File: src/rtl/seg_pkg.sv
// Shared constants for the seven-segment counter: digit width, segment
// width and the active-high {g,f,e,d,c,b,a} glyph table for 0-F.
package seg_pkg;

    localparam int DIGIT_W = 4;
    localparam int SEG_W   = 7;

    typedef logic [DIGIT_W-1:0] digit_t;
    typedef logic [SEG_W-1:0]   seg_t;

    // All segments dark (active-high sense).
    localparam seg_t SEG_OFF = 7'b0000000;

    // Glyphs indexed by digit value; entry 15 is listed first.
    localparam logic [15:0][SEG_W-1:0] SEG_TABLE = {
        7'b1110001,  // F
        7'b1111001,  // E
        7'b1011110,  // d
        7'b0111001,  // C
        7'b1111100,  // b
        7'b1110111,  // A
        7'b1101111,  // 9
        7'b1111111,  // 8
        7'b0000111,  // 7
        7'b1111101,  // 6
        7'b1101101,  // 5
        7'b1100110,  // 4
        7'b1001111,  // 3
        7'b1011011,  // 2
        7'b0000110,  // 1
        7'b0111111   // 0
    };

endpackage

File: src/rtl/seg_hex_decode.sv
// Combinational digit-to-segment lookup. Blanked digits, and digits outside
// the decimal range when not in hex mode, show all segments off.
module seg_hex_decode
    import seg_pkg::*;
#(
    parameter int HEX_MODE = 0
) (
    input  logic [DIGIT_W-1:0] i_digit,
    input  logic               i_blank,
    output logic [SEG_W-1:0]   o_seg
);

    // Table lookup with dark fallback.
    always_comb begin
        // NOTE: default assignment first so every path drives o_seg and no latch is inferred.
        o_seg = SEG_OFF;
        if (!i_blank && ((HEX_MODE != 0) || (i_digit <= 4'd9))) begin
            o_seg = SEG_TABLE[i_digit];
        end
    end

endmodule

File: src/rtl/seg_counter_mux.sv
// Prescaled N-digit up/down counter (decimal or hex) with wrap pulse and
// heartbeat, driving a time-multiplexed seven-segment display.
module seg_counter_mux
    import seg_pkg::*;
#(
    parameter int TICK_DIV   = 20000000,
    parameter int NUM_DIGITS = 4,
    parameter int MUX_DIV    = 50000,
    parameter int HEX_MODE   = 0,
    parameter int ACTIVE_LOW = 1,
    parameter int BLANK_LZ   = 0
) (
    input  logic                          clk,
    input  logic                          rst_n,
    input  logic                          en,
    input  logic                          up,
    input  logic                          clr,
    output logic [SEG_W-1:0]              seg,
    output logic [NUM_DIGITS-1:0]         dig,
    output logic [DIGIT_W*NUM_DIGITS-1:0] value,
    output logic                          wrap,
    output logic                          heartbeat
);

    localparam int VAL_W   = DIGIT_W * NUM_DIGITS;
    localparam int PRESC_W = $clog2(TICK_DIV);
    localparam int SCAN_W  = $clog2(MUX_DIV);
    localparam int IDX_W   = (NUM_DIGITS > 1) ? $clog2(NUM_DIGITS) : 1;

    localparam digit_t                  DIGIT_MAX = (HEX_MODE != 0) ? 4'hF : 4'h9;
    localparam seg_t                    SEG_IDLE  = (ACTIVE_LOW != 0) ? 7'h7F : 7'h00;
    localparam logic [NUM_DIGITS-1:0]   DIG_IDLE  = (ACTIVE_LOW != 0) ? '1 : '0;

    logic [PRESC_W-1:0]     r_presc;
    logic [VAL_W-1:0]       r_value;
    logic                   r_wrap;
    logic                   r_heartbeat;
    logic [SCAN_W-1:0]      r_scan_cnt;
    logic [IDX_W-1:0]       r_scan_idx;
    logic [SEG_W-1:0]       r_seg;
    logic [NUM_DIGITS-1:0]  r_dig;

    logic                   w_presc_last;
    logic                   w_tick;
    logic [VAL_W-1:0]       w_value_next;
    logic                   w_wrap_next;
    digit_t                 w_scan_digit;
    logic                   w_scan_blank;
    logic [SEG_W-1:0]       w_seg_decoded;
    logic [NUM_DIGITS-1:0]  w_dig_onehot;

    assign w_presc_last = (r_presc == PRESC_W'(TICK_DIV - 1));
    // A clear on the same cycle swallows the tick.
    assign w_tick       = en & ~clr & w_presc_last;

    // Ripple one step up or down through the digits; carry out of the top digit is a wrap.
    always_comb begin
        logic   w_carry;
        digit_t w_d;
        w_value_next = r_value;
        w_carry      = 1'b1;
        for (int i = 0; i < NUM_DIGITS; i++) begin
            w_d = r_value[i*DIGIT_W +: DIGIT_W];
            if (w_carry) begin
                if (up) begin
                    if (w_d == DIGIT_MAX) begin
                        w_d = '0;
                    end else begin
                        w_d     = w_d + 1'b1;
                        w_carry = 1'b0;
                    end
                end else begin
                    if (w_d == '0) begin
                        w_d = DIGIT_MAX;
                    end else begin
                        w_d     = w_d - 1'b1;
                        w_carry = 1'b0;
                    end
                end
            end
            w_value_next[i*DIGIT_W +: DIGIT_W] = w_d;
        end
        w_wrap_next = w_carry;
    end

    // Prescaler, counter, wrap pulse and heartbeat.
    always_ff @(posedge clk or negedge rst_n) begin
        if (!rst_n) begin
            r_presc     <= '0;
            r_value     <= '0;
            r_wrap      <= 1'b0;
            r_heartbeat <= 1'b0;
        end else begin
            // NOTE: non-blocking assignments so every register samples pre-edge values.
            r_wrap <= 1'b0;
            if (clr) begin
                r_presc <= '0;
                r_value <= '0;
            end else if (en) begin
                if (w_presc_last) begin
                    r_presc <= '0;
                    r_value <= w_value_next;
                    r_wrap  <= w_wrap_next;
                end else begin
                    r_presc <= r_presc + 1'b1;
                end
            end
            if (w_tick) begin
                r_heartbeat <= ~r_heartbeat;
            end
        end
    end

    // Free-running scan timer; advances the displayed digit every MUX_DIV cycles.
    always_ff @(posedge clk or negedge rst_n) begin
        if (!rst_n) begin
            r_scan_cnt <= '0;
            r_scan_idx <= '0;
        end else if (r_scan_cnt == SCAN_W'(MUX_DIV - 1)) begin
            r_scan_cnt <= '0;
            if (r_scan_idx == IDX_W'(NUM_DIGITS - 1)) begin
                r_scan_idx <= '0;
            end else begin
                r_scan_idx <= r_scan_idx + 1'b1;
            end
        end else begin
            r_scan_cnt <= r_scan_cnt + 1'b1;
        end
    end

    // Pick the scanned digit and decide whether it is a leading zero to blank.
    always_comb begin
        logic w_upper_zero;
        w_scan_digit = '0;
        w_scan_blank = 1'b0;
        w_upper_zero = 1'b1;
        for (int i = NUM_DIGITS - 1; i >= 0; i--) begin
            w_upper_zero = w_upper_zero & (r_value[i*DIGIT_W +: DIGIT_W] == '0);
            if (r_scan_idx == IDX_W'(i)) begin
                w_scan_digit = r_value[i*DIGIT_W +: DIGIT_W];
                w_scan_blank = (BLANK_LZ != 0) && (i != 0) && w_upper_zero;
            end
        end
    end

    seg_hex_decode #(
        .HEX_MODE (HEX_MODE)
    ) u_decode (
        .i_digit (w_scan_digit),
        .i_blank (w_scan_blank),
        .o_seg   (w_seg_decoded)
    );

    assign w_dig_onehot = NUM_DIGITS'(1) << r_scan_idx;

    // Register segments and digit select together so they always describe the same digit.
    always_ff @(posedge clk or negedge rst_n) begin
        if (!rst_n) begin
            r_seg <= SEG_IDLE;
            r_dig <= DIG_IDLE;
        end else begin
            r_seg <= (ACTIVE_LOW != 0) ? ~w_seg_decoded : w_seg_decoded;
            r_dig <= (ACTIVE_LOW != 0) ? ~w_dig_onehot  : w_dig_onehot;
        end
    end

    assign seg       = r_seg;
    assign dig       = r_dig;
    assign value     = r_value;
    assign wrap      = r_wrap;
    assign heartbeat = r_heartbeat;

endmodule

File: config.mk
export PLATFORM = sky130hd
export DESIGN_NAME = seg_counter_mux
export DESIGN_NICKNAME = d
export VERILOG_FILES = /design/src/rtl/seg_pkg.sv /design/src/rtl/seg_hex_decode.sv /design/src/rtl/seg_counter_mux.sv
export SDC_FILE = /design/constraint.sdc
export NUM_CORES = 1
export LEC_CHECK = 0
export CAP_MARGIN = 20
export CORE_ASPECT_RATIO = 0.5
export CORE_MARGIN = 1.5
export CORE_UTILIZATION = 53
export DETAILED_ROUTE_END_ITERATION = 16
export PLACE_DENSITY = 0.82
export SYNTH_ARGS = -nofsm -noshare
export SYNTH_HDL_FRONTEND = slang
export SYNTH_SLANG_ARGS = --single-unit
File: constraint.sdc
create_clock -name clk -period 2.2 [get_ports clk]
set_clock_uncertainty 0.2 [all_clocks]
set_input_delay 0.33 -clock clk [delete_from_list [all_inputs] [get_ports clk]]
set_output_delay 0.33 -clock clk [all_outputs]
set_load 0.005 [all_outputs]
; Yosys cells after proc, flatten, opt, wreduce, memory -nomap -nowiden
; Memories as Yosys holds them, arrays and structs flattened.
; Index checks and enable logic that the tools add are counted.
; Widths: inputs -> output; s select.
[word_totals]
regBits = 72
rom_bits = 112
inputBits = 5
out_inout_bits = 29
wordCells = 102
mem_count = 1
[memory_table]
columns = memory, words, word_bits, read_ports, rd_ports_with_merged_regs, write_ports, line
row1 = (no name shown), 16, 7, 1, 0, 0, seg_hex_decode.sv:18  ; o_seg = SEG_TABLE[i_digit];
[op_classes]
addsub = 11
order_cmp = 2
n_eq_ne = 9
shifts = 1
muxes = 47
bitwise = 6
reduce_logical = 14
[op_table]
columns = cell, count
row1 = $mux 4, 19
row2 = $mux 25, 3
row3 = $mux 16, 4
row4 = $add 25x1->25 const B, 1
row5 = $eq 25x25->1 const B, 1
row6 = $mux 1, 18
row7 = $add 16x1->16 const B, 1
row8 = $add 4x1->4 const B, 4
row9 = $eq 16x16->1 const B, 1
row10 = $eq 4x4->1 const B, 4
row11 = $logic_not 4->1, 4
row12 = $sub 4x1->4 const B, 4
row13 = $mux 7, 2
row14 = $reduce_bool 2->1, 5
row15 = $reduce_and 3->1, 3
row16 = $not 7->7, 1
row17 = $lt 4x5->1 const B, 1
row18 = $eq 2x2->1 const B, 2
row19 = $le 4x4->1 const B, 1
row20 = $not 4->4, 1
row21 = $shl 1x2->4 const A, 1
row22 = $add 2x1->2 const B, 1
row23 = $and 1x1->1, 2
row24 = $eq 2x1->1 const B, 1
row25 = other kinds (4), 5

; Longest topological paths before layout
; Gate-level depths: netlist (run 1).
[depth]
depth_word = 9
mapped_depth = 10
mapped_depth_nobuf = 9

; Modules after synthesis
; Synthesis (run 1) repeated with hierarchy kept, for this count alone.
[unflattened]
cells_unflattened = 514
hier_area_um2 = 4476.8
[modules_own_cells]
columns = mod, n_inst, cells_per_inst, area_each_um2, seq_area_each_um2
row1 = seg_counter_mux, 1, 474, 4202.8, 1815.5
row2 = seg_hex_decode, 1, 40, 274.0, 0.0

; Least setup slack after synthesis (run 1)
; No wires, ideal clock.
[synth_timing]
path_kind = flip-flop to flip-flop
from = register r_scan_idx[0]
to = register r_seg[4], in the netlist seg[4]
setup_ns = 0.081
arrival_time_ns = 2.143
required_ns = 1.919
setup_slack_ns = -0.224
stages_incl_launch_ff = 11
n_path_buf = 1
period_less_slack_ns = 2.424
cell_sequence = dfrtp_1 > inv_1 > ha_1 > clkbuf_1 > nor3b_1 > a211oi_2 > inv_1 > ha_1 > nor2_1 > a21oi_1 > a32oi_1
[synth_between]
elab_chain_len = 9
elab_cells_between_ends = 13
classes_between = order compare (1) / eq/ne (3) / mux (6) / bitwise (1) / reduce/logical (1) / memory (1)
[synth_lines]
columns = item, line
row1 = start: declaration, seg_counter_mux.sv:39  ; logic [IDX_W-1:0] r_scan_idx;
row2 = start signal: assignment, seg_counter_mux.sv:124  ; r_scan_idx <= r_scan_idx + 1'b1;
row3 = $eq 2x2->1, seg_counter_mux.sv:139  ; if (r_scan_idx == IDX_W'(i)) begin
row4 = $mux 4 (3 in series), seg_counter_mux.sv:139
row5 = $mux 4 *, seg_counter_mux.sv:139
row6 = $mem_v2 16x7, --
row7 = $mux 7 (implied by the code), seg_hex_decode.sv:18
row8 = $mux 7 *, seg_hex_decode.sv:17  ; if (!i_blank && ((HEX_MODE != 0) || (i_digit <= 4'd9))) begin
row9 = $not 7->7 *, seg_counter_mux.sv:162  ; r_seg <= (ACTIVE_LOW != 0) ? ~w_seg_decoded : w_seg_decoded;
row10 = end signal: assignment, seg_counter_mux.sv:162
row11 = end: declaration, seg_counter_mux.sv:40  ; logic [SEG_W-1:0] r_seg;
; Mark *: on every way between the ends. The rest lies on a longest branch, timed or not. The select of a mux whose other input is x is not followed.
; A chain may end at the register's enable or synchronous reset.

; Worst setup path in the final report (run 1)
[layout_timing]
from = register r_presc[14]
to = register r_value[2], in the netlist value[2]
[layout_between]
elab_chain_len = 3
[layout_lines]
columns = item, line
row1 = start: declaration, seg_counter_mux.sv:34  ; logic [PRESC_W-1:0] r_presc;
row2 = start signal: assignment, seg_counter_mux.sv:105  ; r_presc <= r_presc + 1'b1;
row3 = $eq 25x25->1, seg_counter_mux.sv:52  ; assign w_presc_last = (r_presc == PRESC_W'(TICK_DIV - 1));
row4 = $reduce_bool 2->1 (no source line), --
row5 = $reduce_and 2->1 (no source line), --
row6 = end signal: assignment, seg_counter_mux.sv:102  ; r_value <= w_value_next;
row7 = end: declaration, seg_counter_mux.sv:35  ; logic [VAL_W-1:0] r_value;
; Every way passes these cells.

==> results.txt, run 1 <==
* Die Outline Area: 8890 um2
* CP most frequent cell: sky130_fd_sc_hd__or4_4
* Insertion delay of the later-clocked pin in the worst-skew pair: 0.34 ns
- The pre-antenna-repair detailed-routing pass consisted of 5 iterations.
* Total length of routed wires: 13.5 mm
* DRC errors left: 0
- Dividing total power by cell area gives a power density of between 400 and 500 nW/um2.
- Mean number of vias per cell: about 6.3
- Final max-slew violation count: 0
- Min Hold Slack: about 0.27 ns
- The final reports fail on setup timing.
- STA classifies the critical path startpoint as a flip-flop.
- Type of the tightest min-delay check: reg -> reg
* Ordered list of cells on the worst path: nor4b_4, nand4_4, or4_4, or4_4, a31oi_4
- Most frequent cells in the layout: sky130_fd_sc_hd__buf_4 (90), sky130_fd_sc_hd__dfrtp_1 (60), sky130_fd_sc_hd__nor2_1 (53)
* Worst slew margin: roughly three fifths
- Cell row count: 23
- Cells fill 75.6% of the core in the end.
* Fraction of registers with async set/reset: 100%
- For this block, the initial DRC count from the detailed router was 480.
* Area growth, synth to finish: 38.0%
- Yosys warning count: 0
- Achievable Freq: ~430 MHz
* Pin count of the biggest net entering global routing: 42
* Placer Congestion: around 0.85
- Crit path time final: ~2.3 ns
* Synthesized area per cell: ~8.9 um2
* Post-placement cell count: 686
- Flip-flop and latch count after synthesis: 72
* Transition time at the pin with the least slew margin: roughly 0.59 ns
- Counting every net in the synthesized netlist gives between 500 and 600.
- Global-route wire length before repair: 18.9 mm
- GRT overflow: 0
- Number of global-route vias before repair: 3,986
- Delay of the slowest cell on the worst path: roughly 0.5 ns
* Post-DP HPWL: between 7 and 8 mm
- After the flow finishes, the layout carries non-filler instances totaling 717.
- In the final routed layout, each cell accounts on average for approximately 19 um.
* H-Tree Level Count: 3
- For the worst setup path, the data required time is 2.26 ns.
* Largest cells by area after synthesis: sky130_fd_sc_hd__dfrtp_1 (35%), sky130_fd_sc_hd__dfstp_2 (6.6%), sky130_fd_sc_hd__nor2_1 (4.6%), sky130_fd_sc_hd__xor2_1 (4.4%), sky130_fd_sc_hd__nand3_1 (2.8%)
- Bufs on Longest Clock Path: 2
- The post-route netlist has between 20 and 30% of its cells at a drive strength greater than 1.
- In this run the worst path has a maximum fanout of 2.
- Max-cap violations in this run came to 0.
- In this run the static leakage power is between 0.002 and 0.003 uW.
- Part of the cycle the worst path needs: 105%
* Worst vdd ir: around 0.00037 V
- Crit Path Category: reg -> reg
* Number of hold-slack violations in the final timing report: 0
- Post-synth EDFFs: 0
- Setup repair after global routing missed its margin: true
- Sinks on Clock Net: 72
- For this run, the leading register cell type out of synthesis is sky130_fd_sc_hd__dfrtp_1.
- The floorplan step set the die height to between 60 and 70 um.
- Area fraction of the dominant cell type after synthesis: between 30% and 40%
* Area of the core: between 8000 and 9000 um2
- Summing every instance area after synthesis gives 4400 um2.
* Port Buffers: 33
- STA classifies the critical path endpoint as a flip-flop.
- For this configuration, the core starts out at a cell density of 54.8%.
- In this run the horizontal extent of the chip is 132 um.
* Layout net count: 615
- Setup violations remaining at the end of the flow were counted as 17.
- CP bufs+invs: 0
- Total routing resource utilization after global routing: 27.0%
- Number of filler instances in the final layout: ~460
* Leading cell type in the layout, fill and taps excluded: sky130_fd_sc_hd__buf_4
- Setup slack on the critical path of the routed design comes to -0.111 ns.
- Crit path arrival time: between 2 and 2.5 ns
- Library cell occupying the most area in the post-synthesis netlist: sky130_fd_sc_hd__dfrtp_1
- Among cell families on the critical path, the largest total delay comes from simple AND/OR/NAND/NOR gates.
- Synthesized netlist cell count: between 400 and 500
* Slowest cell on crit path: sky130_fd_sc_hd__or4_4
* Buffer type at the clock tree root: sky130_fd_sc_hd__clkbuf_16
* Number of ports placed on the die boundary: 34
- Distinct cell type count of the synthesized netlist: 67
- After synthesis, flip-flops and latches occupy 41.3% of the total area.
* TritonCTS clock tree: yes
- The number of antenna violations at the first check in global routing was 0.
- The number of clock buffers added by TritonCTS is 9.
* Clock transition at the register clock pins on the worst setup and hold paths after CTS: ~0.06 ns
* DR vias: ~4,500
* Post-route antenna net violation count: 0
- Run status: finished, violations left
* Total inserted antenna cells: 0
## cells in the mapped netlist (all sizes together) (8+ instances only)
cell type,n
a21oi,18
and3,11
xnor2,13
xor2,22
ha,9
clkbuf,24
inv,19
nor2,54
dfstp,11
dfrtp,61
nor3,16
o21ai,24
nand3,25
nand2,33
nand4,16
or3,8
## routing by layer
metal	global-route usage, %	vias up	wire length, um
li1	-	2017	-
met1	34.3	2164	5610
met2	46.9	279	6290
met3	5.56	72	1060
met4	9.58	0	556
met5	0	-	0
## area by class of cell
class	instances	area, um2	area share, %
multi-input combinational	371	2690	44.2
clock inverter	4	45.0	0.742
timing repair buffer	128	1060	17.5
inverter	19	73.8	1.22
sequential	72	1820	29.9
tap	112	140	2.31
clock buffer	11	243	4.00
## where the power goes
part | leakage, uW | switching (uW) | internal, uW
clock network | 0.000145 | 542 | 896
registers | 0.000949 | 2.00 | 1330
logic | 0.00146 | 92.4 | 53.3
## path summary, 6_finish.rpt
kind	slack [ns]	endpoint	startpoint	depth (start not counted)
max in group asynchronous	0.87	seg[5]	rst_n	3
setup / recovery	-0.11	value[2]	r_presc[14]	5
min in group asynchronous	0.28	r_presc[2]	rst_n	2
hold reg to reg	0.27	heartbeat	heartbeat	1
setup reg to reg	-0.11	value[2]	r_presc[14]	5
hold / removal	0.27	heartbeat	heartbeat	1
## worst register-to-register path: stages, from the launching register on
cell                      delay (ns)
sky130_fd_sc_hd__dfrtp_1        0.41
sky130_fd_sc_hd__nor4b_4        0.35
sky130_fd_sc_hd__nand4_4        0.13
sky130_fd_sc_hd__or4_4          0.50
sky130_fd_sc_hd__or4_4          0.46
sky130_fd_sc_hd__a31oi_4        0.19
## logic make-up (layout without fill, tap and decap cells)
family | Yosys count | in the layout | synth area share [%]
xor gates and xnor gates | 35 | 35 | 6.97
adders and majority gates | 9 | 9 | 2.56
buffers and inverters | 49 | 162 | 4.30
DFF | 72 | 72 | 41.3
muxes | 5 | 5 | 1.17
AOI/OAI and AO/OA | 105 | 105 | 16.5
and+or+nand+nor | 217 | 217 | 27.2
## flip-flops by register name, summed over array words and instances (netlist names)
| signal | flops |
|---|---|
| dig | 4 |
| heartbeat | 1 |
| r_presc | 25 |
| r_scan_cnt | 16 |
| r_scan_idx | 2 |
| seg | 7 |
| value | 16 |
| wrap | 1 |
## metrics by stage
step	total power, uW	instance area [um2]	setup WS (ns)	setup TNS [ns]
after floorplan	1410	4450	-0.0681	-0.0681
final	2920	6070	-0.111	-0.836
after global placement	1480	5390	-0.184	-2.31
after detailed placement	1480	5390	-0.288	-3.76
after CTS	2900	5790	-0.0207	-0.0207
after global routing	2970	6070	-0.225	-2.57
## timing repair
item	in CTS	in global routing
setup buffers	6	9
endpoints found under the setup margin	24	24
pin swaps	3	16
gates cloned	0	1
hold buffers	1	0
endpoints found under the hold margin	25	0
resized for setup	13	48
(Power assumes the default switching activity.)
==> run 2, diff against run 1 <==
--- a/config.mk
+++ b/config.mk
@@ -6,9 +6,11 @@
 export NUM_CORES = 1
 export LEC_CHECK = 0
 export CAP_MARGIN = 20
+export CELL_PAD_IN_SITES_DETAIL_PLACEMENT = 1
+export CELL_PAD_IN_SITES_GLOBAL_PLACEMENT = 2
 export CORE_ASPECT_RATIO = 0.5
 export CORE_MARGIN = 1.5
-export CORE_UTILIZATION = 53
+export CORE_UTILIZATION = 33
 export DETAILED_ROUTE_END_ITERATION = 16
 export PLACE_DENSITY = 0.82
 export SYNTH_ARGS = -nofsm -noshare
==> run 2 against run 1 <==
Against the previous run:
- the run ends with DRC, setup timing left
- register-to-register slack about the same
- combinational power about the same
- worst hold slack better by 0.0074 ns
- wire length up 0.87%
- clock power up 10%
- global-route usage down 7.4 points
- flip-flop and latch count unchanged
- non-clock buffer count up 7
- critical path depth unchanged
- maximum frequency down 0.59%
- power up 5.2%
- die area up 58%
- critical endpoint unchanged
- largest power group unchanged
==> results.txt, run 2 (same netlist as run 1, synthesis figures left out) <==
- Failing checks: DRC, setup timing (was setup timing)
* Crit path time final: 2.32 ns (was 2.31 ns)
- Post-placement cell count: 755 (was 686)
- The die span in x came to 166 um (was 132 um).
- The data arrival at the endpoint of the critical path came to 2.39 ns (was 2.37 ns).
- The clock latency reported for the late side of the worst-skew pair was 0.34 ns (about the same).
- The register name with the most flops is r_presc (unchanged).
- The placed cell area came to 5550 um2 (was 5390 um2).
* Number of cells in the finished layout apart from fillers: 782 (was 717)
* Wire per inst: 17.4 um (was 18.8 um)
- Post-DP HPWL: 9.27 mm (was 7.55 mm)
- Area growth, synth to finish: 41.9% (was 38.0%)
- The antenna cell count came to 0 (unchanged).
* Flip-flop count of the largest register, all copies and words added: 25 (unchanged)
- Die height: 84.6 um (was 67.4 um)
- The count of buffers from port buffering was 33 (unchanged).
* Number of DRC violations after detailed-routing iteration 0: 266 (was 480)
- H-Tree Level Count: 3 (unchanged)
- The minimum setup slack in the final design is -0.125 ns (was -0.111 ns).
- Number of ports placed on the die boundary: 34 (unchanged)
- The wire length of the first global-routing pass is 22.1 mm (was 18.9 mm).
- The total area of multi-input combinational cells came to 2680 um2 (was 2690 um2).
* Clock transition at the register clock pins on the worst setup and hold paths after CTS: 0.06 ns (about the same)
- The clock tree from TritonCTS is yes (unchanged).
- The final weighted congestion in routability-driven placement was 0.814 (was 0.847).
- Layout net count: 622 (was 615)
* CP bufs+invs: 0 (unchanged)
- The maximum number of pins on one net before global-route repair was 43 (was 42).
* Type of the tightest min-delay check: in -> async (was reg -> reg)
- The number of nets with antenna violations after detailed routing is 0 (unchanged).
- The number of violations of the max-capacitance limit was 0 (unchanged).
- Area of the core: 12,800 um2 (was 8030 um2)
* Crit Path Category: reg -> reg (unchanged)
- Ratio of cells with drive above 1 in the final layout: 30.4% (was 29.8%)
* Kind of cell with the highest combined delay on the critical path: simple AND/OR/NAND/NOR gates (unchanged)
- Total Power Consumption: 3070 uW (was 2920 uW)
- The leakage component of the power is 0.00261 uW (was 0.00255 uW).
* Cell row count: 29 (was 23)
- The number of buffers between clock root and the deepest sink was 2 (unchanged).
* First drt pass iteration count: 10 (was 5)
* # setup viols final: 1 (was 17)
* Leading cell type in the layout, fill and taps excluded: sky130_fd_sc_hd__buf_4 (unchanged)
- The final routed DRC violation total is 6 (was 0).
- The aggregate negative setup slack came to -0.125 ns (was -0.836 ns).
- Most frequent cells in the layout: sky130_fd_sc_hd__buf_4 (92), sky130_fd_sc_hd__dfrtp_1 (59), sky130_fd_sc_hd__nor2_1 (52) (was sky130_fd_sc_hd__buf_4 (90), sky130_fd_sc_hd__dfrtp_1 (60), sky130_fd_sc_hd__nor2_1 (53)).
* Transition time at the pin with the least slew margin: 0.471 ns (was 0.594 ns)
* Kind of end point of the critical path: flip-flop (unchanged)
* Worst slew margin: 68.6% (was 60.0%)
- Achievable Freq: 430 MHz (was 433 MHz)
- The global-route congestion overflow total was 0 (unchanged).
- The initial core utilization came to 34.2% (was 54.8%).
- Worst vdd ir: 0.000376 V (was 0.000372 V)
* DR vias: 4,220 (was 4,532)
- Final max-slew violation count: 0 (unchanged)
* Ordered list of cells on the worst path: nor4b_4, nand4_4, or4_4, or4_4, a31oi_4 (unchanged)
- The total die area was 14,100 um2 (was 8890 um2).
* Mean number of vias per cell: 5.40 (was 6.32)
- The number of antenna violations at the first check in global routing was 0 (unchanged).
- Setup repair after global routing missed its margin: true (unchanged).
- The worst-path maximum fanout was 3 (was 2).
* Sequential cell area: 1820 um2 (about the same)
- Slowest cell on crit path: sky130_fd_sc_hd__or4_4 (unchanged)
- The startpoint class of the critical path was a flip-flop (unchanged).
- The total global routing track utilization came to 19.5% (was 27.0%).
- Design Area, Final: 6240 um2 (was 6070 um2)
* CP most frequent cell: sky130_fd_sc_hd__or4_4 (unchanged)
- The largest incremental delay on the critical path was 0.49 ns (was 0.50 ns).
* Number of global-route vias before repair: 4,426 (was 3,986)
- Run status: finished, violations left (unchanged)
- The clock root buffer master was sky130_fd_sc_hd__clkbuf_16 (unchanged).
* Total length of routed wires: 13.6 mm (was 13.5 mm)
- The post-route clock period utilization was 106% (was 105%).
* Sinks on Clock Net: 72 (unchanged)
- Number of hold-slack violations in the final timing report: 0 (unchanged)
- Number of filler instances in the final layout: 1,470 (was 456)
- The required time at the worst-slack endpoint is 2.26 ns (about the same).
- The power density over the cells came to 492 nW/um2 (was 480 nW/um2).
- Number of clock buffers inserted by TritonCTS: 9 (unchanged)
[run 2: changes by cell type in the layout (fill, tap and decap cells not counted), moves of 2 or more]
| cell | before | now |
|---|---|---|
| sky130_fd_sc_hd__clkinv_2 | 3 | 1 |
| sky130_fd_sc_hd__and2_4 | 2 | 0 |
| sky130_fd_sc_hd__buf_4 | 90 | 92 |
| sky130_fd_sc_hd__a41oi_2 | 2 | 0 |
| sky130_fd_sc_hd__a41oi_1 | 1 | 3 |
| sky130_fd_sc_hd__buf_6 | 3 | 7 |
[run 2: layer usage]
layer	GRT usage [%]	vias up	part of all wire [%]
met5	0	-	0
met4	7.11	0	1.9
met3	4.34	20	2.8
met2	32.5	54	48
met1	25.2	2123	48
li1	-	2023	-
[run 2: power breakdown]
| part | internal [uW] | switching (uW) | leakage [uW] | total (uW) |
|---|---|---|---|---|
| combinational | 53.4 | 90.5 | 0.00151 | 144 |
| sequential | 1330 | 3.28 | 0.000947 | 1330 |
| clock | 1010 | 580 | 0.000153 | 1590 |
| total | 2390 | 673 | 0.00261 | 3070 |
[run 2: path summary, 6_finish.rpt]
kind                       slack [ns]             to     startpoint  cells after the start
min in group clk                 0.29  r_scan_cnt[0]  r_scan_cnt[0]                      1
min                              0.28     r_presc[1]          rst_n                      2
max                             -0.12       value[2]    r_presc[14]                      5
max reg2reg                     -0.12       value[2]    r_presc[14]                      5
min reg2reg                      0.29  r_scan_cnt[0]  r_scan_cnt[0]                      1
max in group asynchronous        0.87         seg[5]          rst_n                      3
[run 2: repair_timing]
action                                  in CTS  in global routing
hold buffers                                 1                  0
pin swaps                                    4                 27
endpoints found under the hold margin       25                  0
buffers inserted                             3                  6
endpoints found under the setup margin      23                 32
gates resized for setup                     12                 54
cloned                                       0                  2
[run 2: stage by stage]
| step | setup WS [ns] | hold WS [ns] | utilization, % |
|---|---|---|---|
| detailed placement | -0.255 | 0.121 | 43.2 |
| global placement | -0.213 | 0.119 | 43.2 |
| global route | -0.183 | 0.312 | 48.6 |
| finish | -0.125 | 0.280 | 48.6 |
| floorplan | -0.0681 | -0.166 | - |
| CTS | -0.0686 | 0.291 | 46.3 |
[run 2: worst register-to-register path: cells and delay by family, from the launching register on]
family | cells | cell delay (ns)
AOI/OAI and AO/OA | 1 | 0.19
and+or+nand+nor | 4 | 1.44
DFF | 1 | 0.42
[run 2: area by class of cell]
class	instances	area share [%]
repair buffers	135	18.3
clock buffers	11	3.89
flip-flops and latches	72	29.1
clock inverters	4	1.10
inverters	19	1.18
multi-input cells	371	42.9
well taps	170	3.41
==> run 3, diff against run 2 <==
--- a/config.mk
+++ b/config.mk
@@ -5,7 +5,6 @@
 export SDC_FILE = /design/constraint.sdc
 export NUM_CORES = 1
 export LEC_CHECK = 0
-export CAP_MARGIN = 20
 export CELL_PAD_IN_SITES_DETAIL_PLACEMENT = 1
 export CELL_PAD_IN_SITES_GLOBAL_PLACEMENT = 2
 export CORE_ASPECT_RATIO = 0.5
==> results of run 3 <==
Same layout as run 2: the final DEF is identical, and so are final timing and power.
